--- src/rtl/wb_intercon_pkg.sv ---
// Shared definitions for the registered Wishbone interconnect: FSM encoding,
// the default six-slot memory map and the error read-data word.
package wb_intercon_pkg;

    localparam logic [1:0] ST_IDLE   = 2'd0;
    localparam logic [1:0] ST_ACCESS = 2'd1;
    localparam logic [1:0] ST_RESP   = 2'd2;

    localparam int DEF_NS = 6;
    localparam int DEF_AW = 32;

    // Slot order from bit 0 upward: RAM, flash, UART, GPIO, sysctrl, flash-config.
    localparam logic [DEF_NS*DEF_AW-1:0] DEF_ADR_MASK = {DEF_NS{32'hFF00_0000}};
    localparam logic [DEF_NS*DEF_AW-1:0] DEF_SLAVE_ADR = {
        32'h2800_0000,
        32'h2200_0000,
        32'h2100_0000,
        32'h2000_0000,
        32'h1000_0000,
        32'h0000_0000
    };

    localparam logic [31:0] DEF_ERR_DATA = 32'hDEAD_BEEF;

endpackage

--- src/rtl/wb_addr_decode.sv ---
// Combinational mask/base address decoder; when several windows match,
// the lowest slot index wins so the select is always one-hot or zero.
module wb_addr_decode
    import wb_intercon_pkg::*;
#(
    parameter int                  AW        = 32,
    parameter int                  NS        = 6,
    parameter logic [NS*AW-1:0]    ADR_MASK  = DEF_ADR_MASK,
    parameter logic [NS*AW-1:0]    SLAVE_ADR = DEF_SLAVE_ADR
) (
    input  logic [AW-1:0] i_adr,
    output logic [NS-1:0] o_sel,
    output logic          o_hit
);

    always_comb begin
        o_sel = '0;
        o_hit = 1'b0;
        for (int i = 0; i < NS; i++) begin
            if (!o_hit && ((i_adr & ADR_MASK[i*AW +: AW]) == SLAVE_ADR[i*AW +: AW])) begin
                o_sel[i] = 1'b1;
                o_hit    = 1'b1;
            end
        end
    end

endmodule

--- src/rtl/wb_intercon_reg.sv ---
// Registered single-master Wishbone interconnect with default-slave errors.
// Define WB_INTERCON_TIMEOUT_EN to add the ACCESS-state bus-timeout watchdog.
module wb_intercon_reg
    import wb_intercon_pkg::*;
#(
    parameter int               DW        = 32,
    parameter int               AW        = 32,
    parameter int               NS        = 6,
    parameter logic [NS*AW-1:0] ADR_MASK  = DEF_ADR_MASK,
    parameter logic [NS*AW-1:0] SLAVE_ADR = DEF_SLAVE_ADR,
    parameter int               TO_W      = 8,
    parameter int               TIMEOUT   = 255,
    parameter logic [DW-1:0]    ERR_DATA  = DW'(DEF_ERR_DATA)
) (
    input  logic              clk,
    input  logic              resetn,
    input  logic              wbm_cyc_i,
    input  logic              wbm_stb_i,
    input  logic              wbm_we_i,
    input  logic [DW/8-1:0]   wbm_sel_i,
    input  logic [AW-1:0]     wbm_adr_i,
    input  logic [DW-1:0]     wbm_dat_i,
    output logic [DW-1:0]     wbm_dat_o,
    output logic              wbm_ack_o,
    output logic              wbm_err_o,
    output logic [NS-1:0]     wbs_cyc_o,
    output logic [NS-1:0]     wbs_stb_o,
    output logic              wbs_we_o,
    output logic [DW/8-1:0]   wbs_sel_o,
    output logic [AW-1:0]     wbs_adr_o,
    output logic [DW-1:0]     wbs_dat_o,
    input  logic [NS*DW-1:0]  wbs_dat_i,
    input  logic [NS-1:0]     wbs_ack_i,
    output logic              busy_o
);

    if ((DW % 8) != 0) begin : g_bad_dw
        $error("wb_intercon_reg: DW must be a multiple of 8");
    end
    if ((TIMEOUT < 1) || (TIMEOUT > ((1 << TO_W) - 1))) begin : g_bad_timeout
        $error("wb_intercon_reg: TIMEOUT out of range for TO_W");
    end

    logic [1:0]      r_state;
    logic [NS-1:0]   r_slv;
    logic [AW-1:0]   r_adr;
    logic [DW-1:0]   r_wdat;
    logic [DW/8-1:0] r_sel;
    logic            r_we;
    logic [DW-1:0]   r_rdat;
    logic            r_err;

    logic [NS-1:0]   w_sel;
    logic            w_hit;
    logic            w_ack;
    logic [DW-1:0]   w_rdat;
    logic            w_timeout;

    wb_addr_decode #(
        .AW        (AW),
        .NS        (NS),
        .ADR_MASK  (ADR_MASK),
        .SLAVE_ADR (SLAVE_ADR)
    ) u_decode (
        .i_adr (wbm_adr_i),
        .o_sel (w_sel),
        .o_hit (w_hit)
    );

    // Acks and read data from unselected slots are masked off by the latched select.
    assign w_ack = |(wbs_ack_i & r_slv);

    always_comb begin
        w_rdat = '0;
        for (int i = 0; i < NS; i++) begin
            if (r_slv[i]) begin
                w_rdat = w_rdat | wbs_dat_i[i*DW +: DW];
            end
        end
    end

`ifdef WB_INTERCON_TIMEOUT_EN
    logic [TO_W-1:0] r_cnt;

    always_ff @(posedge clk or negedge resetn) begin
        if (!resetn) begin
            r_cnt <= '0;
        end else if (r_state != ST_ACCESS) begin
            r_cnt <= '0;
        end else begin
            r_cnt <= r_cnt + 1'b1;
        end
    end

    // Fires during the TIMEOUT-th ACCESS cycle so the strobe lasts exactly TIMEOUT cycles.
    assign w_timeout = (r_state == ST_ACCESS) && (r_cnt == TO_W'(TIMEOUT - 1));
`else
    assign w_timeout = 1'b0;
`endif

    always_ff @(posedge clk or negedge resetn) begin
        if (!resetn) begin
            r_state <= ST_IDLE;
            r_slv   <= '0;
            r_adr   <= '0;
            r_wdat  <= '0;
            r_sel   <= '0;
            r_we    <= 1'b0;
            r_rdat  <= '0;
            r_err   <= 1'b0;
        end else begin
            case (r_state)
                ST_IDLE: begin
                    if (wbm_cyc_i && wbm_stb_i) begin
                        r_adr  <= wbm_adr_i;
                        r_wdat <= wbm_dat_i;
                        r_sel  <= wbm_sel_i;
                        r_we   <= wbm_we_i;
                        r_slv  <= w_sel;
                        if (w_hit) begin
                            r_state <= ST_ACCESS;
                        end else begin
                            r_state <= ST_RESP;
                            r_err   <= 1'b1;
                            r_rdat  <= ERR_DATA;
                        end
                    end
                end
                ST_ACCESS: begin
                    // Abort beats ack, and ack beats the watchdog.
                    if (!wbm_cyc_i) begin
                        r_state <= ST_IDLE;
                    end else if (w_ack) begin
                        r_state <= ST_RESP;
                        r_err   <= 1'b0;
                        r_rdat  <= w_rdat;
                    end else if (w_timeout) begin
                        r_state <= ST_RESP;
                        r_err   <= 1'b1;
                        r_rdat  <= ERR_DATA;
                    end
                end
                ST_RESP: begin
                    r_state <= ST_IDLE;
                end
                default: begin
                    r_state <= ST_IDLE;
                end
            endcase
        end
    end

    assign wbs_cyc_o = (r_state == ST_ACCESS) ? r_slv : '0;
    assign wbs_stb_o = (r_state == ST_ACCESS) ? r_slv : '0;
    assign wbs_we_o  = r_we;
    assign wbs_sel_o = r_sel;
    assign wbs_adr_o = r_adr;
    assign wbs_dat_o = r_wdat;

    assign wbm_ack_o = (r_state == ST_RESP);
    assign wbm_err_o = (r_state == ST_RESP) && r_err;
    assign wbm_dat_o = r_rdat;
    assign busy_o    = (r_state != ST_IDLE);

endmodule

--- config.mk ---
export PLATFORM = sky130hd
export DESIGN_NAME = wb_intercon_reg
export DESIGN_NICKNAME = d
export VERILOG_FILES = /design/src/rtl/wb_intercon_pkg.sv /design/src/rtl/wb_addr_decode.sv /design/src/rtl/wb_intercon_reg.sv
export SDC_FILE = /design/constraint.sdc
export NUM_CORES = 1
export LEC_CHECK = 0
export ABC_AREA = 1
export BUFFER_PORTS_ARGS = -buffer_cell sky130_fd_sc_hd__buf_2
export CELL_PAD_IN_SITES_DETAIL_PLACEMENT = 0
export CELL_PAD_IN_SITES_GLOBAL_PLACEMENT = 1
export CORE_AREA = 10 10 149 151
export DETAILED_ROUTE_END_ITERATION = 10
export DIE_AREA = 0 0 159 161
export MAX_ROUTING_LAYER = met4
export PLACE_DENSITY_LB_ADDON = 0.1
export SYNTH_ARGS = -nofsm -noshare
export SYNTH_HDL_FRONTEND = slang
export SYNTH_SLANG_ARGS = --single-unit
--- constraint.sdc ---
create_clock -name clk -period 2.6 [get_ports clk]
set_input_delay 0.78 -clock clk [delete_from_list [all_inputs] [get_ports clk]]
set_output_delay 0.78 -clock clk [all_outputs]
set_load 0.01 [all_outputs]
# After elaboration in Yosys (flattened, before gate mapping)
# Cells that the tools add are included.
# W data, S select, Z words.
[op_classes] muxes=33 eq_ne=12 n_reduce_logical=20 n_bitwise=6
[op_table] op="$mux W32" count=10
[op_table] op="$or A32 B32 Y32" count=5
[op_table] op="$pmux W32 S2" count=1
[op_table] op="$eq A8 B6 Y1 const B" count=4
[op_table] op="$logic_not A32 Y1" count=1
[op_table] op="$mux W1" count=15
[op_table] op="$eq A8 B5 Y1 const B" count=1
[op_table] op="$mux W2" count=4
[op_table] op="$ne A2 B2 Y1 const B" count=4
[op_table] op="$logic_and A1 B1 Y1" count=7
[op_table] op="$and A6 B6 Y6" count=1
[op_table] op="$mux W6" count=1
[op_table] op="$reduce_or A6 Y1" count=1
[op_table] op="$logic_not A1 Y1" count=5
[op_table] op="$reduce_and A5 Y1" count=1
[op_table] op="$pmux W2 S2" count=1
[op_table] op="$reduce_and A2 Y1" count=2
[op_table] op="$reduce_bool A2 Y1" count=2
[op_table] op="$ne A3 B3 Y1 const B" count=1
[op_table] op="$eq A2 B1 Y1 const B" count=1
[op_table] op="$eq A2 B2 Y1 const B" count=1
[op_table] op="$logic_not A2 Y1" count=1
[op_table] op="$pmux W1 S2" count=1
[totals] inputBits=271 wordCells=79 reg_bits=110 output_inout_bits=116

# Logic depth before layout (Yosys ltp)
[logic_depth] ltp_word=20 ltp_mapped=12

# Modules after synthesis
# A second synthesis with hierarchy kept.
[unflattened] hier_cells=744 hier_area_um2=5880.6
[modules_own_cells] mod="wb_intercon_reg" seq_area_each_um2=2752.6 n_inst=1 area_per_inst_um2=5734.2 cells_per_inst=712
[modules_own_cells] mod="wb_addr_decode" seq_area_each_um2=0.0 n_inst=1 area_per_inst_um2=146.4 cells_per_inst=32

# Least setup slack after synthesis
# OpenSTA, ideal clock, no wires.
[synth_path] kind="reg-to-output" start="register r_slv[2]" end="output port wbs_stb_o[2]" path_stages_with_launch=7 setup_slack_ps=374 arrival_ps=1446 cell_sequence="dfrtp_1 > clkbuf_1 > clkbuf_1 > buf_2 > inv_1 > nor2_1 > buf_4"
[synth_between] elab_chain_len=1
[synth_rtl] item="start, declared" line="wb_intercon_reg.sv:45" text="logic [NS-1:0] r_slv;"
[synth_rtl] item="start signal, assigned" line="wb_intercon_reg.sv:119" text="r_slv <= w_sel;"
[synth_rtl] item="$mux W6"
[synth_rtl] item="end, declared" line="wb_intercon_reg.sv:27" text="output logic [NS-1:0] wbs_stb_o,"
# Every way passes these cells.

# Worst setup path after layout
[layout_path] start="register r_state[1]" end="output port wbs_cyc_o[3]"
[layout_between] elab_chain_len=2
[layout_rtl] item="start, declared" line="wb_intercon_reg.sv:44" text="logic [1:0] r_state;"
[layout_rtl] item="start signal, assigned" line="wb_intercon_reg.sv:103" text="r_state <= ST_IDLE;"
[layout_rtl] item="start signal, assigned" line="wb_intercon_reg.sv:121" text="r_state <= ST_ACCESS;"
[layout_rtl] item="start signal, assigned" line="wb_intercon_reg.sv:123" text="r_state <= ST_RESP;"
[layout_rtl] item="$eq A2 B1 Y1" line="wb_intercon_reg.sv:153" text="assign wbs_cyc_o = (r_state == ST_ACCESS) ? r_slv : '0;"
[layout_rtl] item="$mux W6" line="wb_intercon_reg.sv:153"
[layout_rtl] item="end, declared" line="wb_intercon_reg.sv:26" text="output logic [NS-1:0] wbs_cyc_o,"
# Every way passes these cells.

==> impl_results.md <==
* Vias in the first global route at 6815
* TritonCTS buffer count at 9
* Die width at 159 µm
* Final worst-path cycle share at 0.9389
* Lkg Pwr at 0.004500 µW
* Syn Area/Cell at 7.294 µm²
* Synth unique cells at 23
* Clk root buf: clkbuf_16
* IO Count at 387
* Xor/xnor cell area share of the yosys netlist at 0
* Cts repair resizes at 0
* Syn Inst Count at 776
* Worst-path maximum fanout at 23
* 1st-pass router iterations at 4
* Final RePlAce weighted congestion at 0.8696
* DR WL/cell at 19.56 µm
* Synth Area in Compound Gates at 0.09549
* Nets at 1403
* Post-synth design cell area at 5660 µm²
* Area contributors post-synth: dfrtp_1 (49%), nand2_1 (28%), a21oi_1 (3.5%), nand3_1 (3.1%), nand4_1 (2.9%)
* Clock slew at reported path FFs at 0.08 ns
* Commonest non-fill, non-tap cell in the layout: nand2_1
* RSZ-0062 raised after global routing: no
* Layout cells sized above 1 at 0.3759
* Total power at 6936 µW
* Syn Nets at 1047
* Multiplexer share of the synthesized area at 0
* Core area at 19210 µm²
* CTS H-tree depth at 3
* Worst Tran Pin Value at 0.5222 ns
* Critical path arrival at 1.66 ns
* Leading area contributor after synthesis: dfrtp_1
* Most frequent cells in the layout: nand2_1 (417), buf_2 (385), dfrtp_1 (110), a21oi_1 (40), nand3_1 (35)
* Final setup vio count at 0
* Initial Util at 0.2947
* Synthesized flop and latch total at 110
* FMAX at 409.6 MHz
* Max VDD drop at 359.6 µV
* PwrDens at 851.9 nW/µm²
* GRT Util Overall at 0.2137
* Share of the synthesized area in the top cell type at 0.4863
* WS Path Type: flop to output pin
* Post-CTS setup repair buffer count at 0
* Rows at 51
* Largest family of logic cells by synthesized area: simple AND/OR/NAND/NOR gates
* Die height at 161 µm
* Antenna Nets Post-Route at 0
* Filler cell count at 2089
* DRC Markers at 0
* Clk buf depth at 2
* Via density at 4.649
* Largest net degree at the start of global routing at 63
* Max Cap Viol at 0
* GR Overflow Total at 0
* CP Data Required Time at 1.82 ns
* Routed via count at 6527
* Critical Path End Type: output pin
* First-pass GRT wire length at 41.83 mm
* Synthesis-to-layout area growth at 43.83%
* Final min period at 2.441 ns
* Port-buffer cells at 386
* Hold buffer count at cts at 0
* WL final at 27.46 mm
* Setup TNS at 0 ns
* Run status: finished clean
* Synth Area in Adders at 0
* Worst min path class: primary input to async pin
* DP HPWL at 21.77 mm
* Slew margin rel. at 0.6507
* Clock Sinks at 110
* Hold Fails Final Rpt at 0
* Synth warnings at 0
* Clock tree from TritonCTS: done
* Final Max Slew Viols at 0
* Worst-Skew Late Latency at 0.35 ns
* Antenna violations before repair at 3
* Layout Skew at 0.01123 ns
* Simple-Gate Fraction of Synth Area at 0.3559
* Nature of the critical path startpoint: flop
* Sequential share of the synthesized area at 0.4863
* Initial DRC Count at 422
* Die ar. at 25600 µm²
layer usage:
metal,share of wire,up-vias,global-route usage
li1,-,3204,-
met1,0.42,3029,0.2513
met2,0.50,269,0.3599
met3,0.066,25,0.05999
met4,0.018,0,0.04423
met5,0,-,-
kinds of logic after synthesis:
group                  Yosys count
buffers and inverters           79
AOI/OAI and AO/OA               86
DFF                            110
and+or+nand+nor                501
where the power goes:
part	total (µW)	internal (µW)	switching, µW
combinational	2750	1040	1710
sequential	2760	2400	361
clock	1430	777	651
stage by stage:
stage	hold WS [ns]	area (µm²)	std cells	setup slack, ns	util
floorplan	0.4339	5660	776	0.3742	-
global placement	0.4495	7835	1386	0.3720	0.4079
detailed placement	0.4530	7835	1386	0.3639	0.4079
CTS	0.3667	8134	1401	0.1070	0.4235
global route	0.3797	8142	1404	0.06281	0.4239
finish	0.3541	8142	1404	0.1588	0.4239
flip-flops by register name, summed over array words and instances (netlist names):
signal     cells
wbs_we_o       1
r_err          1
wbs_dat_o     32
r_slv          6
wbm_dat_o     32
wbs_sel_o      4
r_state        2
wbs_adr_o     32
cell usage after synthesis, drive strengths merged:
library cell	instances
buf	19
dfrtp	110
nor3	1
nand4	26
a22o	16
nand2	420
inv	21
or3	1
nor2	17
a21oi	40
nor3b	1
a211oi	8
clkbuf	39
a41oi	8
o21ai	14
nand3	35
final timing paths:
kind | start | end | slack, ns | cells past startpoint
worst min-delay path | resetn | wbs_dat_o[22] | 0.35 | 1
max in group asynchronous | resetn | r_slv[5] | 1.62 | 2
worst min register to register | wbs_dat_o[9] | wbs_dat_o[9] | 0.47 | 2
worst max-delay path | r_state[1] | wbs_cyc_o[3] | 0.16 | 4
min in group clk | wbs_dat_o[9] | wbs_dat_o[9] | 0.47 | 2
worst max register to register | r_state[1] | wbm_dat_o[0] | 0.49 | 10
worst max-delay path: stages (launching register included):
cell,delay [ns]
dfrtp_1,0.39
inv_2,0.07
nand2_2,0.29
nor2_1,0.35
buf_2,0.20
final cells by class:
| type | instances | area [µm²] | share of cell area |
|---|---|---|---|
| Sequential cell | 110 | 2753 | 0.3381 |
| Inverter | 21 | 78.83 | 0.009682 |
| Timing Repair Buffer | 403 | 2112 | 0.2594 |
| Clock buffer | 11 | 242.7 | 0.02981 |
| Clock inverter | 4 | 56.30 | 0.006916 |
| Multi-Input combinational cell | 587 | 2560 | 0.3144 |
| Antenna cell | 3 | 7.507 | 0.0009221 |
| Tap cell | 265 | 331.6 | 0.04073 |
Power figures use the tool's default switching activity.
